==> config.mk <==
export PLATFORM = sky130hd
export DESIGN_NAME = vram_slot_arbiter
export DESIGN_NICKNAME = d
export VERILOG_FILES = /design/src/rtl/vram_slot_arbiter.sv
export SDC_FILE = /design/constraint.sdc
export NUM_CORES = 1
export LEC_CHECK = 0
export CORE_UTILIZATION = 35
export DETAILED_ROUTE_END_ITERATION = 16
export PLACE_DENSITY = 0.77
export REMOVE_ABC_BUFFERS = 1
export SYNTH_ARGS = -nofsm -noshare
export SYNTH_HDL_FRONTEND = slang
export SYNTH_SLANG_ARGS = --single-unit
==> constraint.sdc <==
create_clock -name clk28 -period 1.96 [get_ports clk28]
set_input_delay 0.294 -clock clk28 [delete_from_list [all_inputs] [get_ports clk28]]
set_output_delay 0.294 -clock clk28 [all_outputs]
set_load 0.03 [all_outputs]
==> src/rtl/vram_slot_arbiter.sv <==
// vram_slot_arbiter: two-cycle slot SRAM arbiter for video > cpu > dma with fixed read latency.
// Optional CPU anti-starvation guard enabled by defining CPU_STARVE_GUARD_EN.
module vram_slot_arbiter #(
  parameter int ADDR_W = 19,
  parameter logic [18:0] PAL_BASE = 19'h7FFC0,
  parameter int STARVE_MAX = 3
) (
  input  logic              clk28,
  input  logic              rst,
  input  logic              video_req,
  input  logic [14:0]       video_addr,
  input  logic              video_is_up,
  input  logic              video_page,
  output logic              video_ack,
  output logic              video_valid,
  output logic [7:0]        video_data,
  input  logic              cpu_req,
  input  logic              cpu_we,
  input  logic [ADDR_W-1:0] cpu_addr,
  input  logic [7:0]        cpu_wdata,
  output logic              cpu_ack,
  output logic              cpu_valid,
  output logic [7:0]        cpu_rdata,
  input  logic              dma_req,
  input  logic              dma_we,
  input  logic [ADDR_W-1:0] dma_addr,
  input  logic [7:0]        dma_wdata,
  output logic              dma_ack,
  output logic              dma_valid,
  output logic [7:0]        dma_rdata,
  output logic [ADDR_W-1:0] ram_a,
  output logic [7:0]        ram_dq_out,
  output logic              ram_dq_oe,
  input  logic [7:0]        ram_dq_in,
  output logic              ram_oe_n,
  output logic              ram_we_n
);
  typedef enum logic [1:0] {NONE, VID, CPU, DMA} owner_t;
  owner_t owner, win;
  logic own_we, phase, win_we, cpu_force, unused;
  logic [18:0] vaddr;
  logic [ADDR_W-1:0] win_addr;
  logic [7:0] win_wdata;
  assign unused = video_addr[14];
  assign vaddr = video_is_up ? {PAL_BASE[18:6], video_addr[5:0]}
                             : {2'b00, video_page ? 3'd7 : 3'd5, video_addr[13:0]};
`ifdef CPU_STARVE_GUARD_EN
  localparam int CW = $clog2(STARVE_MAX + 1);
  logic [CW-1:0] starve;
  assign cpu_force = cpu_req && starve == CW'(STARVE_MAX);
  always_ff @(posedge clk28 or posedge rst) begin
    if (rst) starve <= '0;
    else if (phase) starve <= (!cpu_req || win == CPU) ? '0 : (win == VID ? starve + 1'b1 : starve);
  end
`else
  assign cpu_force = 1'b0;
`endif
  always_comb begin
    win = cpu_force ? CPU : video_req ? VID : cpu_req ? CPU : dma_req ? DMA : NONE;
    win_we = win == CPU ? cpu_we : win == DMA ? dma_we : 1'b0;
    win_addr = win == VID ? ADDR_W'(vaddr) : win == CPU ? cpu_addr : win == DMA ? dma_addr : '0;
    win_wdata = win == CPU ? cpu_wdata : win == DMA ? dma_wdata : 8'h00;
  end
  // phase 1 -> 0 edge opens a slot; the previous slot's read data is captured on the same edge
  always_ff @(posedge clk28 or posedge rst) begin
    if (rst) begin
      phase <= 1'b0;
      owner <= NONE;
      own_we <= 1'b0;
      {video_ack, cpu_ack, dma_ack} <= 3'b000;
      {video_valid, cpu_valid, dma_valid} <= 3'b000;
      video_data <= 8'h00;
      cpu_rdata <= 8'h00;
      dma_rdata <= 8'h00;
      ram_a <= '0;
      ram_dq_out <= 8'h00;
      ram_dq_oe <= 1'b0;
      ram_oe_n <= 1'b1;
      ram_we_n <= 1'b1;
    end else begin
      phase <= ~phase;
      if (phase) begin
        video_ack <= win == VID;
        cpu_ack <= win == CPU;
        dma_ack <= win == DMA;
        owner <= win;
        own_we <= win_we;
        ram_a <= win_addr;
        ram_dq_out <= win_wdata;
        ram_oe_n <= win == NONE || win_we;
        ram_dq_oe <= win_we;
        ram_we_n <= 1'b1;
        video_valid <= owner == VID;
        cpu_valid <= owner == CPU && !own_we;
        dma_valid <= owner == DMA && !own_we;
        if (owner == VID) video_data <= ram_dq_in;
        if (owner == CPU && !own_we) cpu_rdata <= ram_dq_in;
        if (owner == DMA && !own_we) dma_rdata <= ram_dq_in;
      end else begin
        {video_ack, cpu_ack, dma_ack} <= 3'b000;
        {video_valid, cpu_valid, dma_valid} <= 3'b000;
        ram_we_n <= !(owner != NONE && own_we);
      end
    end
  end
endmodule

==> results of run 1 <==
[flip-flops by register name, indices dropped and copies added (netlist names), 2 cells and up]
register / count
ram_a: 19
cpu_rdata: 8
dma_rdata: 8
ram_dq_out: 8
video_data: 8
owner: 2
[report_power, final]
group	switching, mW	leakage, nW	total (mW)	internal, mW
Sequential	0.0824	0.754	1.53	1.45
Clock	0.496	0.122	1.37	0.875
Combinational	0.518	0.908	1.04	0.526
[metrics by stage]
stage	hold slack [ns]	std cells	cell area, sq um
6_report	0.273	450	4440
5_1_grt	0.311	450	4440
4_1_cts	0.283	450	4440
3_5_place_dp	0.475	434	4190
3_3_place_gp	0.469	434	4190
2_1_floorplan	0.439	184	2550
[per-layer routing]
metal	track usage [%]	vias to the layer above	part of all wire (%)
met5	0	-	0
met4	7.77	0	1.7
met3	4.20	16	5.1
met2	31.0	83	50
met1	24.3	1123	43
li1	-	1056	-
[cells by family (layout without fill, tap and decap cells)]
group / Yosys count / after routing
simple gates: 23 / 23
buf+inv: 20 / 172
compound gates: 69 / 69
mux: 24 / 24
flops: 63 / 63
[cells in the final DEF (no fill, tap or decap)]
| cell | count |
|---|---|
| sky130_fd_sc_hd__o31ai_1 | 1 |
| sky130_fd_sc_hd__o21bai_1 | 1 |
| sky130_fd_sc_hd__clkdlybuf4s50_1 | 144 |
| sky130_fd_sc_hd__nand2b_1 | 1 |
| sky130_fd_sc_hd__dfstp_2 | 2 |
| sky130_fd_sc_hd__a22oi_1 | 1 |
| sky130_fd_sc_hd__clkinvlp_4 | 1 |
| sky130_fd_sc_hd__a221o_1 | 8 |
| sky130_fd_sc_hd__bufinv_16 | 3 |
| sky130_fd_sc_hd__and3_1 | 2 |
| sky130_fd_sc_hd__inv_2 | 2 |
| sky130_fd_sc_hd__clkinv_2 | 2 |
| sky130_fd_sc_hd__nor3_4 | 1 |
| sky130_fd_sc_hd__a221oi_1 | 19 |
| sky130_fd_sc_hd__o2bb2ai_1 | 18 |
| sky130_fd_sc_hd__o22a_1 | 1 |
| sky130_fd_sc_hd__nor2b_1 | 10 |
| sky130_fd_sc_hd__mux2_2 | 24 |
| sky130_fd_sc_hd__buf_12 | 2 |
| sky130_fd_sc_hd__buf_4 | 5 |
| sky130_fd_sc_hd__inv_1 | 3 |
| sky130_fd_sc_hd__nand4b_2 | 1 |
| sky130_fd_sc_hd__dfrtp_1 | 61 |
| sky130_fd_sc_hd__nand3b_1 | 1 |
| sky130_fd_sc_hd__o21ai_0 | 18 |
| sky130_fd_sc_hd__clkbuf_8 | 10 |
| sky130_fd_sc_hd__nand2_1 | 3 |
| sky130_fd_sc_hd__nor2_1 | 4 |
| sky130_fd_sc_hd__a21oi_1 | 2 |
[final cells by class]
class | instances | area (sq um)
inverter | 5 | 18.8
sequential | 63 | 1580
fill | 588 | 2820
multi-input combinational | 116 | 952
timing repair buffer | 151 | 1520
clock buffer | 10 | 138
tap | 99 | 124
clock inverter | 6 | 108
[worst min-delay path by stage]
stage                         end  depth (start not counted)
floorplan           ram_dq_out[0]                          1
finish              ram_dq_out[3]                          2
detailed placement       ram_a[1]                          1
global route        ram_dq_out[3]                          2
global placement        ram_a[17]                          1
CTS                 ram_dq_out[3]                          2
==> results, run 1 <==
- The flow ran to the end, and the final reports show no timing, DRC or antenna violations.
- The overall die area is between 0.007 and 0.008 sq mm.
- The longest clock path from root to sink contains 2 buffers.
- The routed via count divided by cell count is between 5 and 6.
- The final-report max-slew violation count is 0.
- The synthesized-area fraction occupied by ao, oa, aoi and oai cells is roughly a fifth.
- TritonCTS built the clock tree.
- The region available for standard cell placement spans ~0.0073 sq mm.
- The Yosys step of the flow raised 0 warnings.
- The kind of path behind the tightest hold check is input pin to async pin.
- The final hold violation count was 0.
- The number of design rule violations left after detail routing is 0.
- The proportion of synthesized flip-flops having asynchronous set or reset is 100%.
- The transition time at the pin with the least slew margin is 0.634 ns.
- The total clock sinks is 63.
- The combinational family with the most area after synthesis is compound AO/OA/AOI/OAI gates.
- The overall power of the completed layout is 3.95 mW.
- Once the floorplan was initialized, standard cells occupied between 30% and 40% of the core.
- The proportion of synthesized chip area in sequential cells is 60.2%.
- Setup violations remaining at the end of the flow were counted as 0.
- The most critical setup path has its startpoint at ram_oe_n.
- In this run the number of cells on the critical path is 1.
- The smallest clock period supported by the final layout is computed as roughly 1.8 ns.
- The critical path endpoint is ram_oe_n.
- The count of antenna-violating nets left after detailed routing is 0.
- The number of gates resized after CTS is 0.
- In this run the critical register-to-register path is launched from phase.
- The CTS root buffer is sky130_fd_sc_hd__clkbuf_8.
- After synthesis, the cell types taking the most area are sky130_fd_sc_hd__dfrtp_1 (58%), sky130_fd_sc_hd__mux2_2 (10%), sky130_fd_sc_hd__a221oi_1 (6.3%), sky130_fd_sc_hd__o2bb2ai_1 (6.0%), sky130_fd_sc_hd__o21ai_0 (3.4%).
- The share of layout cells above drive strength 1 is between 15 and 20%.
- The first-pass GRT wire length is between 10 and 15 mm.
- From bottom edge to top edge, the die measures roughly 89 microns.
- Input and output buffers added on the ports amount to roughly 140.
- The adder and majority gate portion of the synthesized area is 0%.
- The signal arrival time at the worst endpoint is 1.52 ns.
- The number of hold buffers added after cts is 0.
- In the synthesized netlist, the number of instances is between 150 and 200.
- The first-pass detailed-route iteration total is 4.
- The average size of a mapped cell is between 10 and 15 sq um.
- Setup repair after global routing left no endpoint under its margin.
- For this block, the initial DRC count from the detailed router was ~120.
- For this design the static power due to leakage is 1.78 nW.
- Counting both buffers and inverters, the worst setup path holds a total of 1.
- Of the total synthesized cell area, the portion taken by XOR and XNOR cells is 0%.
- In this run the register-to-register setup slack is 0.46 ns.
- The areal power density over the cells is between 800 and 900 mW/mm^2.
- OpenSTA, run right after detailed placement, puts the worst setup slack at around 0.15 ns.
- The critical path in this run is classified as flop to output port.
- The number of buffers added by the clock tree synthesis step is 9.
- The worst setup path is launched from a flop.
- The post-layout worst setup margin is between 0.1 and 0.15 ns.
- The category of the worst setup path capture point is an output port.
- The total via count after detailed routing is 2,278.
- The floorplan die width is between 80 and 90 microns.
- The end of the worst register-to-register path is ram_a[15].
- The maximum operating frequency is around 0.55 GHz.
- The routed design has between 7 and 8 mm of wire.
- The number of distinct library cells after synthesis is 26.
- The cell taking the most area after synthesis is sky130_fd_sc_hd__dfrtp_1.
- From synthesis to final layout, the design area changed by 69.3%.
- In this design, the largest share of critical-path delay is due to buffers and inverters.
- The worst reg-to-reg path cell count is 3.
- The final cycle utilization of the critical path is between 90% and 100%.
- Of the post-synthesis cell area, the part taken by muxes is between 10% and 20%.
- Pin placement for this block handled between 100 and 150 I/O pins.
- The half-perimeter wire length after placement is around 5.4 mm.
- In the global route stage, overall resource usage came out at between 10% and 20%.
- The setup total negative slack is 0 ns.
- Row generation in the floorplan step produced 31 rows.
- The area share of the largest cell type after synthesis is 58.2%.
- The required time at the worst-slack endpoint is between 1.5 and 2 ns.
- 0 antenna diodes ended up in the layout.
- The insertion delay of the later-clocked pin in the worst-skew pair is 0.33 ns.
- Traced cell by cell, the critical path runs through clkdlybuf4s50_1.
- The most frequent cell after synthesis is sky130_fd_sc_hd__dfrtp_1.
- The layout net count is about 430.
- The delay of the slowest cell on the worst path is between 0.6 and 0.7 ns.
- The routability congestion estimate is between 0.7 and 0.8.
- The total number of H-tree levels is 3.
- After clock tree synthesis, the clock-pin slew on the worst setup and hold paths is approximately 0.070 ns.
- The post-CTS setup buffer count is 0.
- Sorting the synthesized cells by how often they occur yields sky130_fd_sc_hd__dfrtp_1 (61), sky130_fd_sc_hd__mux2_2 (24), sky130_fd_sc_hd__a221oi_1 (19), sky130_fd_sc_hd__o21ai_0 (18), sky130_fd_sc_hd__o2bb2ai_1 (18).
- The core occupancy in the finished layout is 61.2%.
- The wire length per cell is about 16 microns.
- The simple-gate area share of the yosys netlist is roughly 5.6%.
- The most used flip-flop cell after synthesis is sky130_fd_sc_hd__dfrtp_1.
- The worst clock skew on the final layout is approximately 0.006 ns.
- The number of antenna violations at the first check in global routing was 0.
- Across the VDD grid, the largest voltage drop is 507 uV.
- Among all stages on the critical path, the largest delay is contributed by sky130_fd_sc_hd__clkdlybuf4s50_1.
- Counting flops with a built-in enable in the synthesized netlist gives 0.
- The top fanout value on the critical path is 2.
- The worst pin sits at a relative slew slack of 57.7%.
- The pin count of the biggest net entering global routing is 37.
- The number of storage elements in the synthesis netlist is 63.
- The via count of the first global-routing pass is about 2,200.
- The mapped netlist covers around 0.0026 sq mm.
- The total congestion overflow after global routing is 0.
- The count of maximum capacitance violations is 0.
(Power assumes the default switching activity.)
==> run 2: changes to the inputs <==
--- a/config.mk
+++ b/config.mk
@@ -9,6 +9,7 @@
 export DETAILED_ROUTE_END_ITERATION = 16
 export PLACE_DENSITY = 0.77
 export REMOVE_ABC_BUFFERS = 1
+export SKIP_CTS_REPAIR_TIMING = 1
 export SYNTH_ARGS = -nofsm -noshare
 export SYNTH_HDL_FRONTEND = slang
 export SYNTH_SLANG_ARGS = --single-unit
==> results of run 2 <==
The final DEF is identical to that of run 1; final timing and power are the same.
